===== src/rtl/fifo_drain_pkg.sv =====
// fifo_drain_pkg
// Shared definitions for the paced FIFO read-side drain controller:
//   drain_state_t : controller state encoding (IDLE, DELAY, DRAIN)
//   BYTE_W        : width of one FIFO / SiTCP byte lane
//   len_width()   : width needed to hold channels * bytes-per-channel
//                   without overflow

package fifo_drain_pkg;

   localparam int BYTE_W = 8;

   typedef enum logic [1:0] {
      IDLE  = 2'd0,
      DELAY = 2'd1,
      DRAIN = 2'd2
   } drain_state_t;

   // One extra bit beyond the product's natural width so the burst length
   // can never wrap, whatever channel count is requested.
   function automatic int len_width(input int ch_w, input int bytes_per_ch);
      return ch_w + $clog2(bytes_per_ch) + 1;
   endfunction

endpackage


===== src/rtl/drain_delay_cnt.sv =====
// drain_delay_cnt
// Loadable down-counter with a terminal-count flag. Serves both as the
// post-trigger hold-off and as the DRAIN stall watchdog.
// Ports:
//   clk        : clock
//   reset      : asynchronous active-high reset (count cleared)
//   load       : load load_value (wins over dec)
//   load_value : value loaded into the counter
//   dec        : decrement by one; holds at zero
//   tc         : high while the count equals 1, i.e. the last counted cycle

module drain_delay_cnt #(
   parameter int W = 32
) (
   input  logic         clk,
   input  logic         reset,
   input  logic         load,
   input  logic [W-1:0] load_value,
   input  logic         dec,
   output logic         tc
);

   logic [W-1:0] count;

   always_ff @(posedge clk or posedge reset) begin
      if (reset) begin
         count <= '0;
      end else if (load) begin
         count <= load_value;
      end else if (dec && (count != '0)) begin
         count <= count - 1'b1;
      end
   end

   assign tc = (count == W'(1));

endmodule


===== src/rtl/fifo_burst_drain.sv =====
// fifo_burst_drain
// Paced read-side controller between a standard (non-FWFT) FIFO read port
// and the SiTCP TX data interface. A trigger starts a hold-off of
// DELAY_CYCLES clocks, then exactly BYTES_PER_CH * rd_channels bytes are
// read and forwarded, honouring TCP backpressure and connection state.
// Optional feature macro: BURST_TIMEOUT_EN -- when defined, a DRAIN stall of
// TIMEOUT_CYCLES clocks without a read aborts the burst and pulses
// burst_err; when undefined, DRAIN waits indefinitely and burst_err is 0.
// Ports:
//   clk, reset     : read-side clock, asynchronous active-high reset
//   trigger        : burst request pulse
//   rd_channels    : channel count, sampled on an accepted trigger
//   fifo_empty     : FIFO empty flag
//   fifo_valid     : FIFO dout valid, one cycle after fifo_rd_en
//   fifo_dout      : FIFO data
//   tcp_open_ack   : SiTCP connection open
//   tcp_tx_full    : SiTCP TX backpressure
//   fifo_rd_en     : FIFO read strobe
//   tx_data        : byte to SiTCP
//   tx_data_en     : tx_data qualifier
//   busy           : high outside IDLE
//   trig_drop      : one-cycle pulse, trigger ignored
//   burst_err      : one-cycle pulse, burst aborted by stall timeout

module fifo_burst_drain
   import fifo_drain_pkg::*;
#(
   parameter int          DELAY_W        = 32,
   parameter int unsigned DELAY_CYCLES   = 1000000,
   parameter int          BYTES_PER_CH   = 4,
   parameter int          CH_W           = 4,
   parameter int          TIMEOUT_CYCLES = 4096
) (
   input  logic              clk,
   input  logic              reset,
   input  logic              trigger,
   input  logic [CH_W-1:0]   rd_channels,
   input  logic              fifo_empty,
   input  logic              fifo_valid,
   input  logic [BYTE_W-1:0] fifo_dout,
   input  logic              tcp_open_ack,
   input  logic              tcp_tx_full,
   output logic              fifo_rd_en,
   output logic [BYTE_W-1:0] tx_data,
   output logic              tx_data_en,
   output logic              busy,
   output logic              trig_drop,
   output logic              burst_err
);

   localparam int LEN_W = len_width(CH_W, BYTES_PER_CH);

   drain_state_t     state;
   drain_state_t     next_state;
   logic [LEN_W-1:0] len;
   logic [LEN_W-1:0] remaining;
   logic [1:0]       in_flight;
   logic             accept;
   logic             dly_tc;
   logic             timeout;

   assign len    = LEN_W'(BYTES_PER_CH) * LEN_W'(rd_channels);
   assign accept = (state == IDLE) && trigger && (len != '0);

   drain_delay_cnt #(
      .W (DELAY_W)
   ) u_delay (
      .clk        (clk),
      .reset      (reset),
      .load       (accept),
      .load_value (DELAY_W'(DELAY_CYCLES)),
      .dec        (state == DELAY),
      .tc         (dly_tc)
   );

`ifdef BURST_TIMEOUT_EN
   localparam int TMO_W = $clog2(TIMEOUT_CYCLES) + 1;

   logic tmo_tc;

   // Reloaded on every read and whenever outside DRAIN; loading one less
   // than the limit makes tc land on the last permitted stall cycle.
   drain_delay_cnt #(
      .W (TMO_W)
   ) u_timeout (
      .clk        (clk),
      .reset      (reset),
      .load       ((state != DRAIN) || fifo_rd_en),
      .load_value (TMO_W'(TIMEOUT_CYCLES - 1)),
      .dec        ((state == DRAIN) && !fifo_rd_en),
      .tc         (tmo_tc)
   );

   assign timeout = (state == DRAIN) && !fifo_rd_en && tmo_tc;

   always_ff @(posedge clk or posedge reset) begin
      if (reset) begin
         burst_err <= 1'b0;
      end else begin
         burst_err <= timeout;
      end
   end
`else
   assign timeout   = 1'b0;
   assign burst_err = 1'b0;
`endif

   // State register
   always_ff @(posedge clk or posedge reset) begin
      if (reset) begin
         state <= IDLE;
      end else begin
         state <= next_state;
      end
   end

   // Next-state logic. DRAIN only finishes once every issued read has
   // returned its byte, so busy covers the final forwarded byte.
   always_comb begin
      next_state = state;
      case (state)
         IDLE: begin
            if (accept) begin
               next_state = (DELAY_CYCLES == 0) ? DRAIN : DELAY;
            end
         end
         DELAY: begin
            if (dly_tc) begin
               next_state = DRAIN;
            end
         end
         DRAIN: begin
            if (timeout) begin
               next_state = IDLE;
            end else if ((remaining == '0) && (in_flight == 2'd0)) begin
               next_state = IDLE;
            end
         end
         default: next_state = IDLE;
      endcase
   end

   // Output logic
   always_comb begin
      fifo_rd_en = 1'b0;
      busy       = (state != IDLE);
      if (state == DRAIN) begin
         fifo_rd_en = !fifo_empty && tcp_open_ack && !tcp_tx_full
                      && (remaining != '0);
      end
   end

   // Bytes still to be read in the current burst
   always_ff @(posedge clk or posedge reset) begin
      if (reset) begin
         remaining <= '0;
      end else if (accept) begin
         remaining <= len;
      end else if (fifo_rd_en) begin
         remaining <= remaining - 1'b1;
      end
   end

   // Reads issued whose fifo_valid has not yet come back
   always_ff @(posedge clk or posedge reset) begin
      if (reset) begin
         in_flight <= 2'd0;
      end else begin
         case ({fifo_rd_en, fifo_valid})
            2'b10: in_flight <= in_flight + 2'd1;
            2'b01: if (in_flight != 2'd0) in_flight <= in_flight - 2'd1;
            default: ;
         endcase
      end
   end

   // Forwarding is unconditional so bytes already in flight when
   // backpressure rises or a timeout fires are never lost.
   always_ff @(posedge clk or posedge reset) begin
      if (reset) begin
         tx_data    <= '0;
         tx_data_en <= 1'b0;
         trig_drop  <= 1'b0;
      end else begin
         tx_data    <= fifo_dout;
         tx_data_en <= fifo_valid;
         trig_drop  <= trigger && !accept;
      end
   end

endmodule


===== config.mk =====
export PLATFORM = sky130hd
export DESIGN_NAME = fifo_burst_drain
export DESIGN_NICKNAME = d
export VERILOG_FILES = /design/src/rtl/fifo_drain_pkg.sv /design/src/rtl/drain_delay_cnt.sv /design/src/rtl/fifo_burst_drain.sv
export SDC_FILE = /design/constraint.sdc
export NUM_CORES = 1
export LEC_CHECK = 0
export ABC_AREA = 0
export ABC_CLOCK_PERIOD_IN_PS = 3200
export CORE_ASPECT_RATIO = 0.9
export CORE_UTILIZATION = 40
export DETAILED_ROUTE_END_ITERATION = 12
export PLACE_DENSITY_LB_ADDON = 0.08
export SETUP_SLACK_MARGIN = 0.5
export SYNTH_ARGS = -nofsm -noshare
export SYNTH_HDL_FRONTEND = slang
export SYNTH_SLANG_ARGS = --single-unit

===== constraint.sdc =====
create_clock -name clk -period 3.2 [get_ports clk]
set_clock_uncertainty 0.1 [all_clocks]
set_input_delay 0.48 -clock clk [delete_from_list [all_inputs] [get_ports clk]]
set_output_delay 0.48 -clock clk [all_outputs]
set_load 0.02 [all_outputs]

==> load_flow_metrics.sql <==
INSERT INTO impl_metrics (metric_group, metric, value, unit) VALUES
('run_status', 'outcome', 'finished, final reports clean', ''),
('yosys', 'synth.distinct_cells', '45', ''),
('setup_path', 'critPathMaxStageDelay', '450', 'ps'),
('routing', 'routed_via_density', '5.39', ''),
('timing', 'fin_setup_tns', '0', 'ps'),
('floorplan', 'std_cell_rows', '28', ''),
('setup_path', 'timing.rr.end', 'u_delay.count[29]', ''),
('routing', 'drtPass1Iterations', '4', ''),
('timing', 'setup_viol', '0', ''),
('setup_path', 'setup.reg_to_reg.worst_slack', '660', 'ps'),
('cts', 'path_clk_slew', '100', 'ps'),
('placement', 'placedCellCount', '404', ''),
('setup_path', 'timing.critical_path.from', 'remaining[0]', ''),
('placement', 'final_gp_congestion', '0.836', ''),
('pwr', 'clock_power_share', '22.9', '%'),
('final_layout', 'postLayoutCellArea', '0.00337', 'mm^2'),
('yosys', 'synth.net_count', '311', ''),
('floorplan', 'die-height', '81.2', 'um'),
('pwr', 'power', '1.65', 'mW'),
('cts', 'clkLatencyLatePin', '310', 'ps'),
('final_layout', 'drive_above_1_share', '12.8', '%'),
('yosys', 'postSynth.asyncResetShare', '100', '%'),
('global_routing', 'grt_pass1_vias', '2126', ''),
('global_routing', 'largest_net_degree_at_the_start_of_global_routing', '41', ''),
('cts', 'cts_num_sinks', '53', ''),
('floorplan', 'initial_core_utilization', '41.9', '%'),
('cts', 'clock_tree.root_cell', 'clkbuf_8', ''),
('placement', 'pre_cts_ws', '296', 'ps'),
('global_routing', 'globalRouteTotalUtil', '17.4', '%'),
('cts', 'cts_tree', 'built', ''),
('final_layout', 'area_overhead_of_the_layout_relative_to_synthesis', '20.9', '%'),
('routing', 'detailroute.via_count', '2248', ''),
('yosys', 'yosysMostFrequentCell', 'dfrtp_1', ''),
('yosys', 'ys.warnings.count', '0', ''),
('global_routing', 'grt_first_pass_wirelength', '10100', 'um'),
('cts', 'numCtsBuffers', '5', ''),
('setup_path', 'critical-path-slowest-cell', 'or4_4', ''),
('global_routing', 'global_route.overflow_total', '0', ''),
('pwr', 'switching_share', '33.7', '%'),
('yosys', 'ys_ff_latch', '53', ''),
('final_layout', 'final-instance-count-excl-fill', '417', ''),
('routing', 'drt_iter0_markers', '115', ''),
('floorplan', 'ios', '32', ''),
('pwr', 'vdd.ir_drop.worst', '0.224', 'mV'),
('routing', 'antenna_violating_nets_post_route', '0', ''),
('yosys', 'synthDominantAreaCellType', 'dfrtp_1', ''),
('cts', 'postCtsHoldBufs', '0', ''),
('pwr', 'share_seq_of_total_power', '51.9', '%'),
('setup_path', 'cp.required', '2620', 'ps'),
('yosys', 'synthCells', '289', ''),
('setup_path', 'timing.critical_path.arrival', '1980', 'ps'),
('timing', 'whs', '350', 'ps'),
('timing', 'grt_setup_unrepaired', 'false', ''),
('yosys', 'synth-main-ff-cell', 'dfrtp_1', ''),
('yosys', 'post_synth.cell_area_avg', '9.64', 'um^2'),
('yosys', 'synth_sequential_area_ratio', '47.6', '%'),
('final_layout', 'num_antenna_cells', '0', ''),
('floorplan', 'die-area', '0.00730', 'mm^2'),
('setup_path', 'timing.critical_path.fanout_max', '3', ''),
('timing', 'max_slew_margin', '61.5', '%'),
('placement', 'buffer_ports.inserted', '30', ''),
('pwr', 'p_per_area', '490', 'mW/mm^2'),
('cts', 'ctsHtreeMaxLevel', '2', ''),
('cts', 'ctsLongestPathBuffers', '2', ''),
('placement', 'postPlaceCellArea', '0.00321', 'mm^2'),
('timing', 'max_freq', '391', 'MHz'),
('yosys', 'post_synth_instance_area', '0.00279', 'mm^2'),
('global_routing', 'antenna_found_initial', '0', ''),
('timing', 'final_max_slew_violation_count', '0', ''),
('pwr', 'comb_power_share', '25.2', '%'),
('yosys', 'synth.top_cell.area_share', '47.6', '%');
==> critical path: cells and delay by family (launching register included) <==
kind	cells	cell delay [ps]
AND/OR/NAND/NOR	3	900
buffers and inverters	3	250
flip-flops	1	400
adder cells (fa/ha/maj)	1	130
==> placed cells by master (no fill, tap or decap), types with 2 or more instances in the layout <==
cell type and instances:
dfrtp_1 53, clkdlybuf4s50_1 29, nand2_1 26, nor2_1 21
mux2i_1 19, or3_1 17, o21ai_0 16, buf_4 13
a21oi_1 12, nand3_1 10, nor4_1 9, nand2b_1 7
a211oi_1 7, inv_1 7, or4_1 6, nor3_1 6
and3_1 5, clkbuf_8 5, a2111oi_2 4, nor2b_1 4
and2_1 4, o311ai_0 4, o41ai_1 4, or4_4 3
nand4_1 3, inv_2 3, o21ai_1 2, or2_2 2
ha_1 2, clkinv_2 2
==> repair_timing <==
action                     CTS  global route
setup buffers                5             0
cloned                       0             0
pin swaps                    1             1
gates resized for setup     13             4
setup endpoints to repair    1             8
==> power by group through the flow <==
stage                     sequential (mW)  combinational, mW  clock [mW]
after CTS                           0.856              0.422       0.399
after global routing                0.875              0.475       0.420
after floorplan                     0.853              0.291           0
final                               0.857              0.417       0.379
after global placement              0.867              0.405           0
after detailed placement            0.868              0.411           0
==> registers in the layout, summed over array words and instances, names as in the netlist <==
name and cells:
in_flight 2, u_delay.count 32, trig_drop 1, remaining 7
tx_data_en 1, tx_data 8, state 2
==> area by class of cell <==
cell class | instances | area (um^2)
tap | 90 | 113
fill | 643 | 3290
inverter | 10 | 37.5
timing repair buffer | 44 | 419
sequential | 53 | 1330
clock inverter | 3 | 17.5
multi-input combinational | 212 | 1390
clock buffer | 5 | 68.8
==> worst max-delay path by stage <==
stage	endpoint	slack, ps
2_1_floorplan	u_delay.count[27]	800
3_3_place_gp	fifo_rd_en	330
3_5_place_dp	fifo_rd_en	300
4_1_cts	fifo_rd_en	510
5_1_grt	u_delay.count[23]	520
6_report	fifo_rd_en	640
==> metal layers <==
metal / global-route usage (%) / routed length, um / vias up
met5: 0 / 0 / -
met2: 28.3 / 2630 / 22
met4: 4.35 / 55 / 0
li1: - / - / 1129
met1: 24.3 / 3070 / 1091
met3: 3.18 / 143 / 6
==> kinds of logic (layout without fill, tap and decap cells) <==
kind of cell,after synthesis,in the layout,share of synthesized area [%]
compound gates,57,57,14.1
fa+ha+maj,3,3,1.35
xor+xnor,2,2,0.629
buf+inv,24,62,3.82
other cells,1,1,0.135
simple gates,130,130,25.5
mux,19,19,6.83
flops,53,53,47.6
Note: power is estimated with default switching activity, not from simulation.
